$ cat src/rtl/s100_bus_exerciser.sv
// S-100 bus exerciser: generates address/data patterns and emulated bus
// strobes for a four-state read/write cycle, paced by a prescaler or by single-steps.
module s100_bus_exerciser #(
    parameter int unsigned ADDR_W     = 20,
    parameter int unsigned DATA_W     = 8,
    parameter int unsigned PRESCALE_W = 24,
    parameter int unsigned HB_LOG2    = 8
) (
    input  logic                  pll0_2MHz,
    input  logic                  s100_n_RESET,
    input  logic                  pll0_LOCKED,
    input  logic [PRESCALE_W-1:0] prescale,
    input  logic [1:0]            mode,
    input  logic                  run,
    input  logic                  step,
    output logic [ADDR_W-1:0]     S100adr,
    output logic [DATA_W-1:0]     s100_DO,
    output logic [7:0]            sbcLEDS,
    output logic                  s100_pSYNC,
    output logic                  s100_pSTVAL,
    output logic                  s100_pDBIN,
    output logic                  s100_n_pWR,
    output logic                  s100_sMWRT,
    output logic                  busy,
    output logic                  overrun,
    output logic                  seg7_dp
);

    typedef enum logic [1:0] {
        ST_IDLE   = 2'd0,
        ST_SYNC   = 2'd1,
        ST_STATUS = 2'd2,
        ST_DATA   = 2'd3
    } state_t;

    state_t                  state;
    logic [PRESCALE_W-1:0]   pcnt;
    logic                    step_q;
    logic                    pending;
    logic                    cyc_wr;
    logic                    wr_next;
    logic [ADDR_W-1:0]       bin;
    logic [ADDR_W-1:0]       walk;
    logic [HB_LOG2-1:0]      hb_cnt;

    logic                    tick_c;
    logic                    start_c;
    logic [ADDR_W-1:0]       bin_nxt;
    logic [ADDR_W-1:0]       walk_nxt;
    logic [ADDR_W-1:0]       adr_nxt;

    // Tick source: prescaler terminal count while running, step rising edge while stopped
    always_comb begin
        tick_c = 1'b0;
        if (pll0_LOCKED) begin
            if (run) begin
                tick_c = (pcnt >= prescale);
            end else begin
                tick_c = step & ~step_q;
            end
        end
    end

    // A cycle starts from IDLE on a tick or leftover pending, or straight out of DATA when pending
    always_comb begin
        start_c = ((state == ST_IDLE) && (tick_c || pending)) ||
                  ((state == ST_DATA) && pending);
    end

    // Pattern generator: next counter, walking register and address for the selected mode
    always_comb begin
        bin_nxt  = bin;
        walk_nxt = walk;
        adr_nxt  = bin;
        case (mode)
            2'b00: begin
                bin_nxt = bin + ADDR_W'(1);
                adr_nxt = bin_nxt;
            end
            2'b01: begin
                bin_nxt = bin - ADDR_W'(1);
                adr_nxt = bin_nxt;
            end
            2'b10: begin
                walk_nxt = {walk[ADDR_W-2:0], walk[ADDR_W-1]};
                adr_nxt  = walk_nxt;
            end
            default: begin
                bin_nxt = bin + ADDR_W'(1);
                adr_nxt = bin_nxt ^ (bin_nxt >> 1);
            end
        endcase
    end

    // Prescaler: counts only while free-running with a locked PLL, otherwise parked at zero
    always_ff @(posedge pll0_2MHz or negedge s100_n_RESET) begin
        if (!s100_n_RESET) begin
            pcnt <= '0;
        end else if (run && pll0_LOCKED) begin
            pcnt <= (pcnt >= prescale) ? '0 : pcnt + PRESCALE_W'(1);
        end else begin
            pcnt <= '0;
        end
    end

    // Step edge history
    always_ff @(posedge pll0_2MHz or negedge s100_n_RESET) begin
        if (!s100_n_RESET) begin
            step_q <= 1'b0;
        end else begin
            step_q <= step;
        end
    end

    // Bus FSM with registered strobes, pending/overrun tracking, pattern load and heartbeat
    always_ff @(posedge pll0_2MHz or negedge s100_n_RESET) begin
        if (!s100_n_RESET) begin
            state       <= ST_IDLE;
            pending     <= 1'b0;
            overrun     <= 1'b0;
            cyc_wr      <= 1'b0;
            wr_next     <= 1'b0;
            bin         <= '0;
            walk        <= ADDR_W'(1);
            S100adr     <= '0;
            s100_DO     <= '0;
            sbcLEDS     <= 8'hFF;
            s100_pSYNC  <= 1'b0;
            s100_pSTVAL <= 1'b1;
            s100_pDBIN  <= 1'b0;
            s100_n_pWR  <= 1'b1;
            s100_sMWRT  <= 1'b0;
            busy        <= 1'b0;
            hb_cnt      <= '0;
            seg7_dp     <= 1'b0;
        end else begin
            case (state)
                ST_IDLE: begin
                    if (tick_c || pending) begin
                        state      <= ST_SYNC;
                        pending    <= pending & tick_c;
                        s100_pSYNC <= 1'b1;
                        busy       <= 1'b1;
                    end
                end
                ST_SYNC: begin
                    state       <= ST_STATUS;
                    s100_pSYNC  <= 1'b0;
                    s100_pSTVAL <= 1'b0;
                    s100_sMWRT  <= cyc_wr;
                    if (tick_c) begin
                        if (pending) overrun <= 1'b1;
                        else         pending <= 1'b1;
                    end
                end
                ST_STATUS: begin
                    state       <= ST_DATA;
                    s100_pSTVAL <= 1'b1;
                    s100_pDBIN  <= ~cyc_wr;
                    s100_n_pWR  <= ~cyc_wr;
                    if (tick_c) begin
                        if (pending) overrun <= 1'b1;
                        else         pending <= 1'b1;
                    end
                end
                default: begin
                    s100_pDBIN <= 1'b0;
                    s100_n_pWR <= 1'b1;
                    s100_sMWRT <= 1'b0;
                    hb_cnt     <= hb_cnt + HB_LOG2'(1);
                    if (&hb_cnt) seg7_dp <= ~seg7_dp;
                    if (pending) begin
                        state      <= ST_SYNC;
                        pending    <= 1'b0;
                        s100_pSYNC <= 1'b1;
                        if (tick_c) overrun <= 1'b1;
                    end else begin
                        state <= ST_IDLE;
                        busy  <= 1'b0;
                        if (tick_c) pending <= 1'b1;
                    end
                end
            endcase

            if (start_c) begin
                bin     <= bin_nxt;
                walk    <= walk_nxt;
                S100adr <= adr_nxt;
                s100_DO <= bin_nxt[DATA_W-1:0];
                sbcLEDS <= ~bin_nxt[7:0];
                cyc_wr  <= wr_next;
                wr_next <= ~wr_next;
            end
        end
    end

endmodule

$ cat config.mk
export PLATFORM = sky130hd
export DESIGN_NAME = s100_bus_exerciser
export DESIGN_NICKNAME = d
export VERILOG_FILES = /design/src/rtl/s100_bus_exerciser.sv
export SDC_FILE = /design/constraint.sdc
export NUM_CORES = 1
export LEC_CHECK = 0
export CAP_MARGIN = 20
export CELL_PAD_IN_SITES_DETAIL_PLACEMENT = 0
export CELL_PAD_IN_SITES_GLOBAL_PLACEMENT = 2
export CORE_ASPECT_RATIO = 2
export CORE_MARGIN = 2
export CORE_UTILIZATION = 32
export DETAILED_ROUTE_END_ITERATION = 7
export PLACE_DENSITY = 0.81
export SLEW_MARGIN = 20
export SYNTH_ARGS = -nofsm -noshare
export SYNTH_HDL_FRONTEND = slang
export SYNTH_SLANG_ARGS = --single-unit
$ cat constraint.sdc
create_clock -name pll0_2MHz -period 2.59 [get_ports pll0_2MHz]
set_input_delay 0.259 -clock pll0_2MHz [delete_from_list [all_inputs] [get_ports pll0_2MHz]]
set_output_delay 0.259 -clock pll0_2MHz [all_outputs]
set_load 0.005 [all_outputs]
# Word-level counts from Yosys, hierarchy flattened
# Index checks and enable logic that the tools add are counted.
[word_totals]
reg_bits = 114
input_bits = 31
out_inout_bits = 44
elab_cells = 92
[classes]
n_addsub = 4
n_lt_le_gt_ge = 1
n_eq_ne = 8
n_mux = 26
bitwise_logic = 13
reduce_logical = 20
[ops]
columns = ["operator", "n"]
rows = [
  ["case mux 20 bit (3 select lines)", 1],
  ["two-way mux 24 bit", 2],
  ["case mux 20 bit (2 select lines)", 1],
  ["adder 24 x 1 -> 24 bit, second input constant", 1],
  ["greater-or-equal comparator 24 bit", 1],
  ["adder 20 x 1 -> 20 bit, second input constant", 1],
  ["subtractor 20 x 1 -> 20 bit, second input constant", 1],
  ["bitwise XOR 20 x 19 -> 20 bit", 1],
  ["case mux 1 bit (2 select lines)", 7],
  ["two-way mux 1 bit", 12],
  ["inverter 1 bit", 9],
  ["AND reduction 3 bit", 3],
  ["AND reduction 9 bit", 1],
  ["adder 8 x 1 -> 8 bit, second input constant", 1],
  ["inverter 8 bit", 1],
  ["equality test 2 bit, second input constant", 3],
  ["inequality test 2 x 1 -> 1 bit, second input constant", 3],
  ["case mux 2 bit (3 select lines)", 1],
  ["AND reduction 2 bit", 3],
  ["OR reduction 2 bit", 3],
  ["equality test 2 x 1 -> 1 bit, second input constant", 2],
  ["logical NOT 2 bit", 2],
  ["logical AND 1 bit", 3],
  ["case mux 1 bit (3 select lines)", 1],
  ["6 further kinds", 8],
]

# Depth between registers and ports, before layout
# Gate-level depths: netlist (run 1).
[logic_depth]
depth_word = 8
mapped_depth = 13
depth_no_buf = 10

# Least setup slack after synthesis (run 1)
# No wires, ideal clock.
[synth_timing]
path_type = "reg-to-reg"
startpoint = "reg pcnt[2]"
endpoint = "reg walk[11]"
setup_ns = 0.125
arrival_time_ns = 2.724
required_time_ns = 2.465
setup_slack_ns = -0.259
stages_incl_launch_ff = 11
path_buffers = 1
period_less_slack_ns = 2.849
cell_sequence = "dfrtp_1 ha_1 o21a_1 nor2_1 or4_4 a2111oi_4 nor2_1 o31ai_4 nand2_1 buf_4 mux2_4"
[synth_via]
elab_chain_cells = 7
[synth_rtl]
columns = ["item", "line_no", "source"]
rows = [
  ["start, declared", "37", "logic [PRESCALE_W-1:0] pcnt;"],
  ["start signal, assigned", "100", "pcnt <= (pcnt >= prescale) ? '0 : pcnt + PRESCALE_W'(1);"],
  ["greater-or-equal comparator 24 bit", "57", "tick_c = (pcnt >= prescale);"],
  ["two-way mux 1 bit", "56", "if (run) begin"],
  ["two-way mux 1 bit", "55", "if (pll0_LOCKED) begin"],
  ["logical OR 1 bit", "66", "start_c = ((state == ST_IDLE) && (tick_c || pending)) ||"],
  ["logical AND 1 bit", "66", ""],
  ["logical OR 1 bit", "66", ""],
  ["AND reduction 2 bit (no source line)", "-", ""],
  ["end signal, assigned", "187", "walk <= walk_nxt;"],
  ["end, declared", "43", "logic [ADDR_W-1:0] walk;"],
]
# No other way between the ends.
# A chain may end at the register's enable or synchronous reset.

# Worst setup path after layout (run 1)
[layout_timing]
startpoint = "reg pcnt[2]"
endpoint = "reg walk[2]"
# Same word-level chain as after synthesis.

==> metrics.yaml, run 1 <==
cts:
  cts_tree: "done"
  cts_buffers: 17
  h-tree-depth: 4
  clockRootBuffer: "clkbuf_16"
  cts_sinks: 114
  path_clk_slew_ps: 50
  insertion_delay_ps: 420
  cts_max_path_buffers: 2
setup_path:
  critPathTopFamily: "simple AND/OR/NAND/NOR gates"
  cp_max_fo: 5
  criticalPathCategory: "reg -> reg"
  crit_path_start_kind: "flop"
  worst-path-stages: 10
  path_cells: "ha_1 > o21a_1 > nor2_1 > or4_4 > a2111oi_4 > nor2_2 > o31ai_4 > nand2_4 > buf_12 > mux2_4"
  crit_buf_inv: 1
  slowest_stage: "or4_4"
  max_stage_delay_ps: 490
  cp_data_arrival_time_ps: 3110
  r2r_cells: 10
  worst_setup_path_end_kind: "flop"
  required_ps: 2890
routing:
  wl_per_cell_um: 18.5
  first_pass_iters: 4
  viasPerCell: 5.03
  routed_wl_um: 23200
  final_antenna_net_count: 0
  drtIter0Drc: 239
  drc: 0
  dr_total_vias: 6290
logic_synthesis:
  synth_nets: 845
  synth_edf_count: 0
  seq_area_frac_synth_pct: 40.6
  async_flop_share_pct: 100
  syn_inst: 777
  synth_ff_type: "dfrtp_1"
  synth_area_per_cell_um2: 9.09
  ys_types: 62
  synth_seq_cells: 114
  synth-warning-count: 0
  synthesis.area_um2: 7060
global_routing:
  antenna_found_initial: 0
  grt_use_met2_pct: 39.0
  grt_max_degree: 53
  grt_pass1_vias: 6584
  grt_pass1_wl_um: 35700
  busiest_layer: "met2"
  grtUsageTotal_pct: 20.5
  grt_util_met1_pct: 20.1
  grt_overflow: 0
  globalRouteMet3Util_pct: 3.50
floorplan:
  std_cell_rows: 76
  fp.dieArea_um2: 23300
  die_w_um: 109
  die_h_um: 214
  io_pins: 75
  coreArea_um2: 21600
  start_util_pct: 32.7
timing:
  setup_viol: 65
  tightestPinTransition_ps: 611
  setup_slack_ps: -215
  fmax_mhz: 356
  rsz0062_at_grt: "true"
  finalClockSkew_ps: 11.5
  hold_viol: 0
  period_minus_slack_ps: 2810
  tns_ps: -7350
  post-route-period-util_pct: 108
  slew_violations: 0
  slew_headroom_pct: 59.2
pwr:
  power_density_nw_per_um2: 929
  cellLeakagePower_nw: 4.66
  vdd_drop_max_mv: 0.440
cells_and_area:
  layout.nets: 1033
  diodes: 0
  final_core_util_pct: 48.8
  area_growth_pct: 49.1
  drive_gt1_share_pct: 30.9
place:
  port_buffers: 74
  gp_congestion: 0.856
  dp_hpwl_um: 16600
  place_ws_ps: -679
flow_run:
  cap_violations: 0
min_path:
  hold-path-cell-count: 1
  hold_path_class: "in -> reg"
run_status:
  status: "finished, violations left"
  violations: "negative setup slack"
## where the power goes
group | leakage (nW) | switching [mW] | internal (mW)
combinational | 2.93 | 2.33 | 2.45
sequential | 1.46 | 0.414 | 2.28
clock | 0.273 | 0.851 | 1.46
## per-layer routing
layer,up-vias,wire (um),share of wire (%)
li1,3072,-,-
met1,3067,8160,35
met2,109,13400,58
met3,42,631,2.7
met4,0,971,4.2
met5,-,0,0
## flip-flops by register name, summed over array words and instances (netlist names), 2 cells and up
name	flops
S100adr	20
hb_cnt	8
pcnt	24
sbcLEDS	8
walk	20
bin	20
state	2
## path summary, 6_finish.rpt
check,from,to,slack [ps]
worst min register to register,seg7_dp,seg7_dp,470
worst max register to register,pcnt[2],walk[2],-220
min in group asynchronous,s100_n_RESET,S100adr[15],350
max in group asynchronous,s100_n_RESET,sbcLEDS[4],1390
worst max-delay path,pcnt[2],walk[2],-220
worst min-delay path,step,step_q,330
## synthesized netlist by cell type (2+ instances only)
cell type | number | area share [%]
nand3_1 | 21 | 1.5
xor2_1 | 34 | 4.2
a21oi_1 | 41 | 2.9
dfstp_2 | 11 | 4.1
o221a_2 | 2 | 0.32
nand2_1 | 89 | 4.7
nor4_1 | 5 | 0.44
mux2i_1 | 5 | 0.71
clkbuf_1 | 33 | 1.8
o2111ai_1 | 4 | 0.50
a22oi_1 | 5 | 0.53
o311ai_0 | 2 | 0.25
or4_1 | 3 | 0.32
xnor2_1 | 50 | 6.2
ha_1 | 37 | 6.6
and4_1 | 2 | 0.25
a31oi_1 | 5 | 0.44
a21o_1 | 10 | 1.1
buf_4 | 9 | 0.96
nor2_1 | 84 | 4.5
o21a_1 | 10 | 1.1
o22ai_1 | 2 | 0.18
a2111oi_0 | 3 | 0.37
a221oi_1 | 10 | 1.2
o2bb2ai_1 | 9 | 1.1
a211oi_1 | 8 | 0.85
buf_1 | 2 | 0.11
o21ai_0 | 41 | 2.9
and3_1 | 10 | 0.89
and2_1 | 2 | 0.18
o211ai_1 | 2 | 0.21
or3_1 | 6 | 0.53
dfrtp_1 | 103 | 36
a211o_1 | 2 | 0.25
nand4_1 | 10 | 0.89
inv_1 | 39 | 2.1
o221ai_1 | 3 | 0.37
nor3_1 | 11 | 0.78
mux2_4 | 13 | 2.8
mux2_2 | 4 | 0.64
buf_2 | 14 | 0.99
## final cells by class
cell class | instances | area (um^2)
fill | 2026 | 11100
multi-input combinational | 566 | 4340
sequential | 114 | 2870
timing repair buffer | 226 | 2250
clock buffer | 23 | 468
tap | 273 | 342
inverter | 40 | 150
clock inverter | 9 | 106
## placed cells by master, fill, tap and decap left out, drive strengths merged, types with 9 or more instances in the layout
master and instances:
buf 152, dfrtp 103, nand2 89, nor2 84
clkdlybuf4s50 73, xnor2 50, o21ai 43, a21oi 41
inv 39, ha 37, xor2 34, clkbuf 23
nand3 21, mux2 17, nor3 11, dfstp 11
o21a 10, nand4 10, and3 10, a21o 10
a221oi 10, o2bb2ai 9
## cells by family (layout without fill, tap and decap cells)
group | count (synthesis) | count (layout) | synth area share (%)
simple gates | 250 | 250 | 15.8
xor+xnor | 84 | 84 | 10.4
flops | 114 | 114 | 40.6
buf+inv | 98 | 298 | 5.93
compound gates | 172 | 173 | 16.6
fa+ha+maj | 37 | 37 | 6.55
mux | 22 | 22 | 4.11
## worst register-to-register path, stage by stage (launching register included)
cell       delay (ps)
dfrtp_1           380
ha_1              280
o21a_1            100
nor2_1             30
or4_4             490
a2111oi_4         380
nor2_2            110
o31ai_4           270
nand2_4           160
buf_12            180
mux2_4            300
## through the flow
step	std cells	hold slack [ps]	power, mW	area, um^2
6_report	1251	334	9.78	10500
5_1_grt	1251	322	10.3	10500
4_1_cts	1248	333	9.72	10300
2_1_floorplan	777	-36.6	4.73	7120
3_3_place_gp	1194	264	6.55	8990
3_5_place_dp	1194	274	6.58	8990
## timing repair
item,4_1_cts,5_1_grt
setup buffers,14,8
cloned,8,0
hold buffers,1,0
endpoints found under the hold margin,32,0
endpoints found under the setup margin,73,76
pin swaps,37,14
gates resized for setup,115,49
(Power assumes the default switching activity.)
==> inputs of run 2 (changes only) <==
CAP_MARGIN = default   (was 20)
SLEW_MARGIN = default   (was 20)
==> results of run 2 <==
Same layout as run 1: the final DEF is identical, and so are final timing and power.
